### src/rtl/imem_arbiter_pkg.sv
`default_nettype none
// ============================================================================
// Module      : imem_arbiter_pkg
// Description : Shared widths and encodings for the instruction/load-store
//               memory arbiter: FSM state codes and read-response tags.
// Revision    : 1.0 - initial release
// ============================================================================
package imem_arbiter_pkg;

    // Default data/instruction widths of the CPU datapath.
    localparam int DSIZE = 16;
    localparam int ISIZE = 16;

    // Arbiter FSM state encoding.
    localparam logic [0:0] ST_INIT = 1'b0;
    localparam logic [0:0] ST_RUN  = 1'b1;

    // Owner of the read data returning from memory in the next cycle.
    localparam logic [1:0] TAG_NONE = 2'd0;
    localparam logic [1:0] TAG_IF   = 2'd1;
    localparam logic [1:0] TAG_LS   = 2'd2;

endpackage
`default_nettype wire

### src/rtl/imem_arb_prio.sv
`default_nettype none
// ============================================================================
// Module      : imem_arb_prio
// Description : Two-way grant logic for the IF and LS ports. LS normally
//               wins a conflict; IF wins once it has been refused MAX_WAIT
//               times in a row, which bounds fetch starvation.
// Ports       : clk, rst         - clock, async active-high reset
//               run              - grants allowed (arbiter out of INIT)
//               if_req, ls_req   - requests from the two ports
//               if_gnt, ls_gnt   - combinational grants
// Revision    : 1.0 - initial release
// ============================================================================
module imem_arb_prio
    import imem_arbiter_pkg::*;
#(
    parameter int MAX_WAIT = 4
) (
    input  logic clk,
    input  logic rst,
    input  logic run,
    input  logic if_req,
    input  logic ls_req,
    output logic if_gnt,
    output logic ls_gnt
);

    localparam int                  c_WAIT_W   = $clog2(MAX_WAIT + 1);
    localparam logic [c_WAIT_W-1:0] c_WAIT_MAX = c_WAIT_W'(MAX_WAIT);
    localparam logic [c_WAIT_W-1:0] c_WAIT_ONE = c_WAIT_W'(1);

    logic [c_WAIT_W-1:0] r_wait_cnt;
    logic                w_if_starved;

    assign w_if_starved = (r_wait_cnt == c_WAIT_MAX);

    assign if_gnt = run & if_req & (~ls_req | w_if_starved);
    assign ls_gnt = run & ls_req & ~if_gnt;

    // Counts consecutive cycles in which IF asked and was refused. This also
    // runs during INIT, since IF is refused there as well.
    always_ff @(posedge clk or posedge rst) begin
        if (rst) begin
            r_wait_cnt <= '0;
        end else if (!if_req || if_gnt) begin
            r_wait_cnt <= '0;
        end else if (!w_if_starved) begin
            r_wait_cnt <= r_wait_cnt + c_WAIT_ONE;
        end
    end

endmodule
`default_nettype wire

### src/rtl/imem_arbiter.sv
`default_nettype none
// ============================================================================
// Module      : imem_arbiter
// Description : Shares one single-port memory (registered address, 1-cycle
//               read latency) between the instruction-fetch (IF) and
//               load/store (LS) ports. Holds off all grants for INIT_CYC
//               cycles after reset, grants one requester per cycle and tags
//               each read so its data is flagged valid on the right port one
//               cycle later.
// Ports       : clk, rst                         - clock, async reset
//               if_req/if_addr/if_gnt/if_rvalid  - fetch port
//               ls_req/ls_wen/ls_addr/ls_wdata/
//               ls_gnt/ls_rvalid                 - load/store port
//               rdata                            - shared read data
//               mem_addr/mem_wen/mem_wdata/
//               mem_rdata                        - memory side
//               busy                             - high while in INIT
// Revision    : 1.0 - initial release
// ============================================================================
module imem_arbiter
    import imem_arbiter_pkg::*;
#(
    parameter int ADDR_W   = DSIZE,
    parameter int WDATA_W  = DSIZE,
    parameter int RDATA_W  = ISIZE,
    parameter int INIT_CYC = 2,
    parameter int MAX_WAIT = 4
) (
    input  logic               clk,
    input  logic               rst,
    input  logic               if_req,
    input  logic [ADDR_W-1:0]  if_addr,
    output logic               if_gnt,
    output logic               if_rvalid,
    input  logic               ls_req,
    input  logic               ls_wen,
    input  logic [ADDR_W-1:0]  ls_addr,
    input  logic [WDATA_W-1:0] ls_wdata,
    output logic               ls_gnt,
    output logic               ls_rvalid,
    output logic [RDATA_W-1:0] rdata,
    output logic [ADDR_W-1:0]  mem_addr,
    output logic               mem_wen,
    output logic [WDATA_W-1:0] mem_wdata,
    input  logic [RDATA_W-1:0] mem_rdata,
    output logic               busy
);

    localparam int                  c_INIT_W    = (INIT_CYC > 1) ? $clog2(INIT_CYC) : 1;
    localparam logic [c_INIT_W-1:0] c_INIT_LAST = c_INIT_W'(INIT_CYC - 1);
    localparam logic [c_INIT_W-1:0] c_INIT_ONE  = c_INIT_W'(1);

    logic [0:0]        r_state;
    logic [c_INIT_W-1:0] r_init_cnt;
    logic              r_busy;
    logic [1:0]        r_tag;
    logic [ADDR_W-1:0] r_last_addr;
    logic              w_run;

    assign w_run = (r_state == ST_RUN);

    imem_arb_prio #(
        .MAX_WAIT (MAX_WAIT)
    ) u_prio (
        .clk    (clk),
        .rst    (rst),
        .run    (w_run),
        .if_req (if_req),
        .ls_req (ls_req),
        .if_gnt (if_gnt),
        .ls_gnt (ls_gnt)
    );

    // INIT lasts exactly INIT_CYC clock edges with rst low; RUN is terminal.
    always_ff @(posedge clk or posedge rst) begin
        if (rst) begin
            r_state    <= ST_INIT;
            r_init_cnt <= '0;
            r_busy     <= 1'b1;
        end else begin
            case (r_state)
                ST_INIT: begin
                    if (r_init_cnt == c_INIT_LAST) begin
                        r_state <= ST_RUN;
                        r_busy  <= 1'b0;
                    end else begin
                        r_init_cnt <= r_init_cnt + c_INIT_ONE;
                    end
                end
                ST_RUN:  r_state <= ST_RUN;
                default: r_state <= ST_INIT;
            endcase
        end
    end

    // The memory registers its address on the same edge as this tag, so the
    // tag lines up with the data appearing on mem_rdata in the next cycle.
    always_ff @(posedge clk or posedge rst) begin
        if (rst) begin
            r_tag <= TAG_NONE;
        end else if (if_gnt) begin
            r_tag <= TAG_IF;
        end else if (ls_gnt && !ls_wen) begin
            r_tag <= TAG_LS;
        end else begin
            r_tag <= TAG_NONE;
        end
    end

    // Address of the most recent grant, replayed on idle cycles.
    always_ff @(posedge clk or posedge rst) begin
        if (rst) begin
            r_last_addr <= '0;
        end else if (if_gnt) begin
            r_last_addr <= if_addr;
        end else if (ls_gnt) begin
            r_last_addr <= ls_addr;
        end
    end

    always_comb begin
        mem_addr = r_last_addr;
        if (!w_run) begin
            mem_addr = '0;
        end else if (if_gnt) begin
            mem_addr = if_addr;
        end else if (ls_gnt) begin
            mem_addr = ls_addr;
        end
    end

    assign mem_wen   = ls_gnt & ls_wen;
    assign mem_wdata = ls_gnt ? ls_wdata : '0;

    assign if_rvalid = (r_tag == TAG_IF);
    assign ls_rvalid = (r_tag == TAG_LS);
    assign rdata     = mem_rdata;
    assign busy      = r_busy;

endmodule
`default_nettype wire
### config.mk
export PLATFORM = sky130hd
export DESIGN_NAME = imem_arbiter
export DESIGN_NICKNAME = d
export VERILOG_FILES = /design/src/rtl/imem_arbiter_pkg.sv /design/src/rtl/imem_arb_prio.sv /design/src/rtl/imem_arbiter.sv
export SDC_FILE = /design/constraint.sdc
export NUM_CORES = 1
export LEC_CHECK = 0
export CAP_MARGIN = 20
export CORE_ASPECT_RATIO = 1.4
export CORE_MARGIN = 1.5
export CORE_UTILIZATION = 36
export CTS_CLUSTER_DIAMETER = 30
export DETAILED_ROUTE_END_ITERATION = 10
export MAX_ROUTING_LAYER = met4
export PLACE_DENSITY_LB_ADDON = 0.3
export SLEW_MARGIN = 20
export SYNTH_ARGS = -nofsm -noshare
export SYNTH_HDL_FRONTEND = slang
export SYNTH_SLANG_ARGS = --single-unit
### constraint.sdc
create_clock -name clk -period 2.4 [get_ports clk]
set_clock_uncertainty 0.2 [all_clocks]
set_input_delay 0.6 -clock clk [delete_from_list [all_inputs] [get_ports clk]]
set_output_delay 0.6 -clock clk [all_outputs]
set_load 0.01 [all_outputs]
# --- After elaboration in Yosys (flattened, before gate mapping) ---
# Index checks and enable logic that the tools add are counted.
totals:
  in_bits: 69
  reg_bits: 24
  word_cells: 37
op_classes:
  bitwise_logic: 9
  n_mux: 11
  eq_ne: 4
  reduce_logical: 5
  n_addsub: 2
op_table:
  columns: ["cell", "n"]
  rows:
  - ["$mux 16", 4]
  - ["$mux 3", 2]
  - ["$and 1x1->1", 5]
  - ["$mux 2", 2]
  - ["$add 3x1->3 const B", 1]
  - ["$eq 3x3->1 const B", 1]
  - ["$not 1->1", 3]
  - ["$eq 2x1->1 const B", 1]
  - ["$eq 2x2->1 const B", 1]
  - ["$logic_not 1->1", 2]
  - ["$mux 1", 2]
  - ["$ne 2x2->1 const B", 1]
  - ["$pmux 1 s2", 1]
  - ["$reduce_and 2->1", 1]
  - ["$add 1x1->1 const B", 1]
  - ["$logic_and 1x1->1", 1]
  - ["$logic_or 1x1->1", 1]
  - ["$or 1x1->1", 1]

# --- Logic depth before layout (Yosys ltp) ---
# Gate-level depths: netlist of the first run.
logic_depth:
  ltp_word: 8
  depth_mapped: 6
  mapped_depth_nobuf: 5

# --- Hierarchy ---
# A second synthesis of the first run with hierarchy kept.
unflattened:
  cells_unflattened: 161
  area_unflattened_um2: 1541.5
modules_own_cells:
  columns: ["module", "area_per_inst_um2", "n_inst", "cells_per_inst", "seq_area_each_um2"]
  rows:
  - ["imem_arbiter", 1337.5, 1, 136, 526.8]
  - ["imem_arb_prio", 203.9, 1, 25, 75.1]

# --- Least setup slack after synthesis of the first run ---
# Ideal clock, no wire load.
synth_timing:
  kind: "input to output"
  startpoint: "input port ls_req"
  endpoint: "output port mem_addr[14]"
  slack_ns: 0.176
  path_buffers: 2
  path_stages: 5
  t_arrival_ns: 1.424
  cell_sequence: "buf_6 -> a21boi_4 -> nor2_4 -> buf_6 -> a22o_1"
synth_between:
  elab_chain_len: 8
synth_lines:
  columns: ["item", "line_no", "text"]
  rows:
  - ["start, declared", "imem_arbiter.sv:35", "input logic ls_req,"]
  - ["$not 1->1", "imem_arb_prio.sv:36", "assign if_gnt = run & if_req & (~ls_req | w_if_starved);"]
  - ["$or 1x1->1", "imem_arb_prio.sv:36", null]
  - ["$and 1x1->1", "imem_arb_prio.sv:36", null]
  - ["$not 1->1", "imem_arb_prio.sv:37", "assign ls_gnt = run & ls_req & ~if_gnt;"]
  - ["$and 1x1->1", "imem_arb_prio.sv:37", null]
  - ["$mux 16", null, null]
  - ["$mux 16 *", null, null]
  - ["$mux 16 *", "imem_arbiter.sv:123", "if (!w_run) begin"]
  - ["end, declared", "imem_arbiter.sv:42", "output logic [ADDR_W-1:0] mem_addr,"]
# Every way passes the cells marked *; elsewhere a longest branch is shown, timed or not.

# --- Worst setup path in the final report of the first run ---
layout_timing:
  startpoint: "register u_prio.r_wait_cnt[0]"
  endpoint: "output port mem_addr[0]"
layout_between:
  elab_chain_len: 8
layout_lines:
  columns: ["item", "line_no", "text"]
  rows:
  - ["start, declared", "imem_arb_prio.sv:31", "logic [c_WAIT_W-1:0] r_wait_cnt;"]
  - ["start signal, assigned", "imem_arb_prio.sv:47", "r_wait_cnt <= r_wait_cnt + c_WAIT_ONE;"]
  - ["$eq 3x3->1 *", "imem_arb_prio.sv:34", "assign w_if_starved = (r_wait_cnt == c_WAIT_MAX);"]
  - ["$or 1x1->1 *", "imem_arb_prio.sv:36", null]
  - ["$and 1x1->1 *", "imem_arb_prio.sv:36", null]
  - ["$not 1->1", "imem_arb_prio.sv:37", null]
  - ["$and 1x1->1", "imem_arb_prio.sv:37", null]
  - ["$mux 16", null, null]
  - ["$mux 16 *", null, null]
  - ["$mux 16 *", "imem_arbiter.sv:123", null]
# Marked as above.

==> results.md, run 1 <==
- Met2 global-route usage: 37.5%
- Setup TNS: -4.73 ns
- Gr busiest metal: met2
- Max clock buf depth: 2
- Crit path DAT: 1.81 ns
- Crit end category: output port
- Startpoint Class: flop
- Syn_nets: 264
- Worst-Skew Late Latency: 0.26 ns
- Non-Filler Instances: 378
- DPL Wire Length: 3800 µm
- DR pass1 iterations: 4
- Status: finished, violations left
- Register area share after synthesis: 32.4%
- GR Util met1: 23.4%
- Placer Congestion: 0.759
- Max FO, Critical Path: 5
- Pin count of the biggest net entering global routing: 25
- Die footprint: 5610 µm²
- DIE WIDTH: 63.7 µm
- Fillers: 412
- Count leader, synth: mux2i_1
- Critical path type: flop to output port
- Gr usage total: 20.7%
- Max Cap Violations: 0
- Top cells by count, synth: mux2i_1 (33), dfrtp_1 (23), buf_4 (21)
- Clk sink count: 24
- Placed insts: 351
- Core area: 4920 µm²
- Final Util: 63.4%
- Tcrit/Tclk final: 109%
- Antenna cells: 0
- Layout cells sized above 1: 35.7%
- Die H: 88.0 µm
- Hold/Removal Path Class: flop to flop
- Clock transition at the registers of the reported paths: 0.08 ns
- Post-CTS Hold Buffers: 0
- Top post-synthesis cells by area: dfrtp_1 (31%), mux2i_1 (18%), buf_4 (8.5%), a22o_1 (7.5%), and2_1 (5.7%)
- Setup ws final: -0.215 ns
- Routed Antenna Nets: 0
- Post-synth top area cell: dfrtp_1
- Syn Area/Cell: 9.63 µm²
- Final Hold Viols: 0
- # rows: 30
- Initial Util: 37.8%
- Syn-to-layout area delta: 67.6%
- Max Fclk: 382 MHz
- Failing checks: setup timing
- Fin crit period: 2.61 ns
- TritonCTS clock tree: yes
- Max IR drop VDD: 0.356 mV
- Flops & latches, synth: 24
- DRC: 0
- Setup violations, final: 33
- Worst Path Required: 1.60 ns
- Top_reg_cell synth: dfrtp_1
- Vias: 1899
- Cell Area, Synth: 1860 µm²
- Slew Viols, Final: 0
- Slew headroom: 77.9%
- DR WL/cell: 14.8 µm
- Pleak: 1.57 nW
- Yosys top cell area share: 31.0%
- # nets final: 386
- First-pass GRT wire length: 8910 µm
- Post-Synthesis Cells: 193
- M3 GR Usage: 3.86%
- Share of flip-flops with an asynchronous set or reset: 100%
- Synth cell types: 27
- CTS H-Tree Depth: 1
- Total CTS buffers: 3
- Post-Route WL: 5600 µm
- Total grt overflow: 0
- DR iter-0 viols: 43
- Antenna violations before repair: 0
- EDFF count, synth: 0
- I/O Pins: 123
- Vias in the first global route: 1874
- Port Buf Inserts: 90
- Clk root buf: clkbuf_8
- RSZ-0062 raised after global routing: true
- Via-to-Cell Ratio: 5.02
- YS warnings: 0
- Worst slew pin tran: 0.332 ns
- PwrDens: 401 nW/µm²
## metrics by stage
step	power [mW]	worst slack [ns]	hold WS, ns	cell area (µm²)
finish	1.25	-0.215	0.268	3120
global placement	0.964	-0.733	0.241	2930
floorplan	0.724	0.176	0.202	1860
CTS	1.25	-0.225	0.271	3070
detailed placement	0.970	-0.786	0.246	2930
global route	1.33	-0.293	0.291	3120
## metal layers
layer	part of all wire [%]	up-vias	routed length [µm]
li1	-	902	-
met1	39	922	2210
met2	53	69	2970
met3	6.8	6	383
met4	0.79	0	44
met5	0	-	0
## timing repair
action / in CTS / in global routing
gates resized for setup: 155 / 12
cloned: 3 / 0
buffers inserted: 18 / 3
endpoints found under the setup margin: 35 / 34
pin swaps: 18 / 8
## state kept, by name, indices dropped and copies added (netlist names)
| register | cells |
|---|---|
| r_init_cnt | 1 |
| r_state | 1 |
| busy | 1 |
| r_last_addr | 16 |
| r_tag | 2 |
| u_prio.r_wait_cnt | 3 |
## worst paths after layout
check | start | to | slack, ns | depth (start not counted)
min in group asynchronous | rst | u_prio.r_wait_cnt[1] | 0.49 | 3
max in group asynchronous | rst | busy | 1.23 | 3
hold / removal | r_init_cnt | busy | 0.27 | 1
hold reg to reg | r_init_cnt | busy | 0.27 | 1
setup / recovery | u_prio.r_wait_cnt[0] | mem_addr[0] | -0.21 | 9
setup reg to reg | u_prio.r_wait_cnt[0] | r_last_addr[1] | 0.55 | 9
## power breakdown
group | total, mW | internal, mW | switching [mW]
combinational | 0.517 | 0.310 | 0.208
sequential | 0.464 | 0.443 | 0.0212
clock | 0.269 | 0.146 | 0.123
## layout by cell type (no fill, tap or decap), drive strengths merged, types with 2 or more instances in the layout
| cell type | n |
|---|---|
| nand2b | 2 |
| nor2b | 3 |
| ha | 2 |
| buf | 92 |
| inv | 4 |
| nor2 | 19 |
| and2 | 17 |
| nor3b | 2 |
| clkbuf | 4 |
| dfrtp | 23 |
| nand2 | 20 |
| clkdlybuf4s50 | 53 |
| a22o | 16 |
| a21boi | 2 |
| o22ai | 16 |
| mux2i | 33 |
## critical path, cell delays in order (launching register included)
cell	delay, ns
dfrtp_1	0.38
inv_2	0.06
ha_4	0.17
a21boi_4	0.20
nor2_4	0.07
buf_12	0.13
buf_6	0.11
buf_6	0.11
a22o_1	0.19
buf_2	0.14
## logic make-up (layout without fill, tap and decap cells)
kind of cell               Yosys count  after routing  synth area share [%]
and+or+nand+nor                     65             65                  19.1
AOI/OAI and AO/OA                   35             35                  15.5
muxes                               33             33                  17.8
buffers and inverters               33            154                  13.5
DFF                                 24             24                  32.4
adders and majority gates            2              2                  1.35
xor gates and xnor gates             1              1                 0.471
## area by class of cell
type / instances / area [µm²] / share of cell area, %
multi-input combinational: 136 / 1020 / 32.9
sequential: 24 / 602 / 19.3
clock buffer: 4 / 55.1 / 1.77
timing repair buffer: 146 / 1340 / 43.0
inverter: 4 / 15.0 / 0.482
tap: 64 / 80.1 / 2.57
(Power assumes the default switching activity.)
==> inputs of run 2 (changes only) <==
- ABC_CLOCK_PERIOD_IN_PS: default -> 2400
==> results of run 2 <==
Final layout, timing and power as in run 1 (identical DEF).
==> inputs of run 3 (changes only) <==
- CAP_MARGIN: 20 -> default
==> results of run 3 <==
Final layout, timing and power as in run 1 (identical DEF).
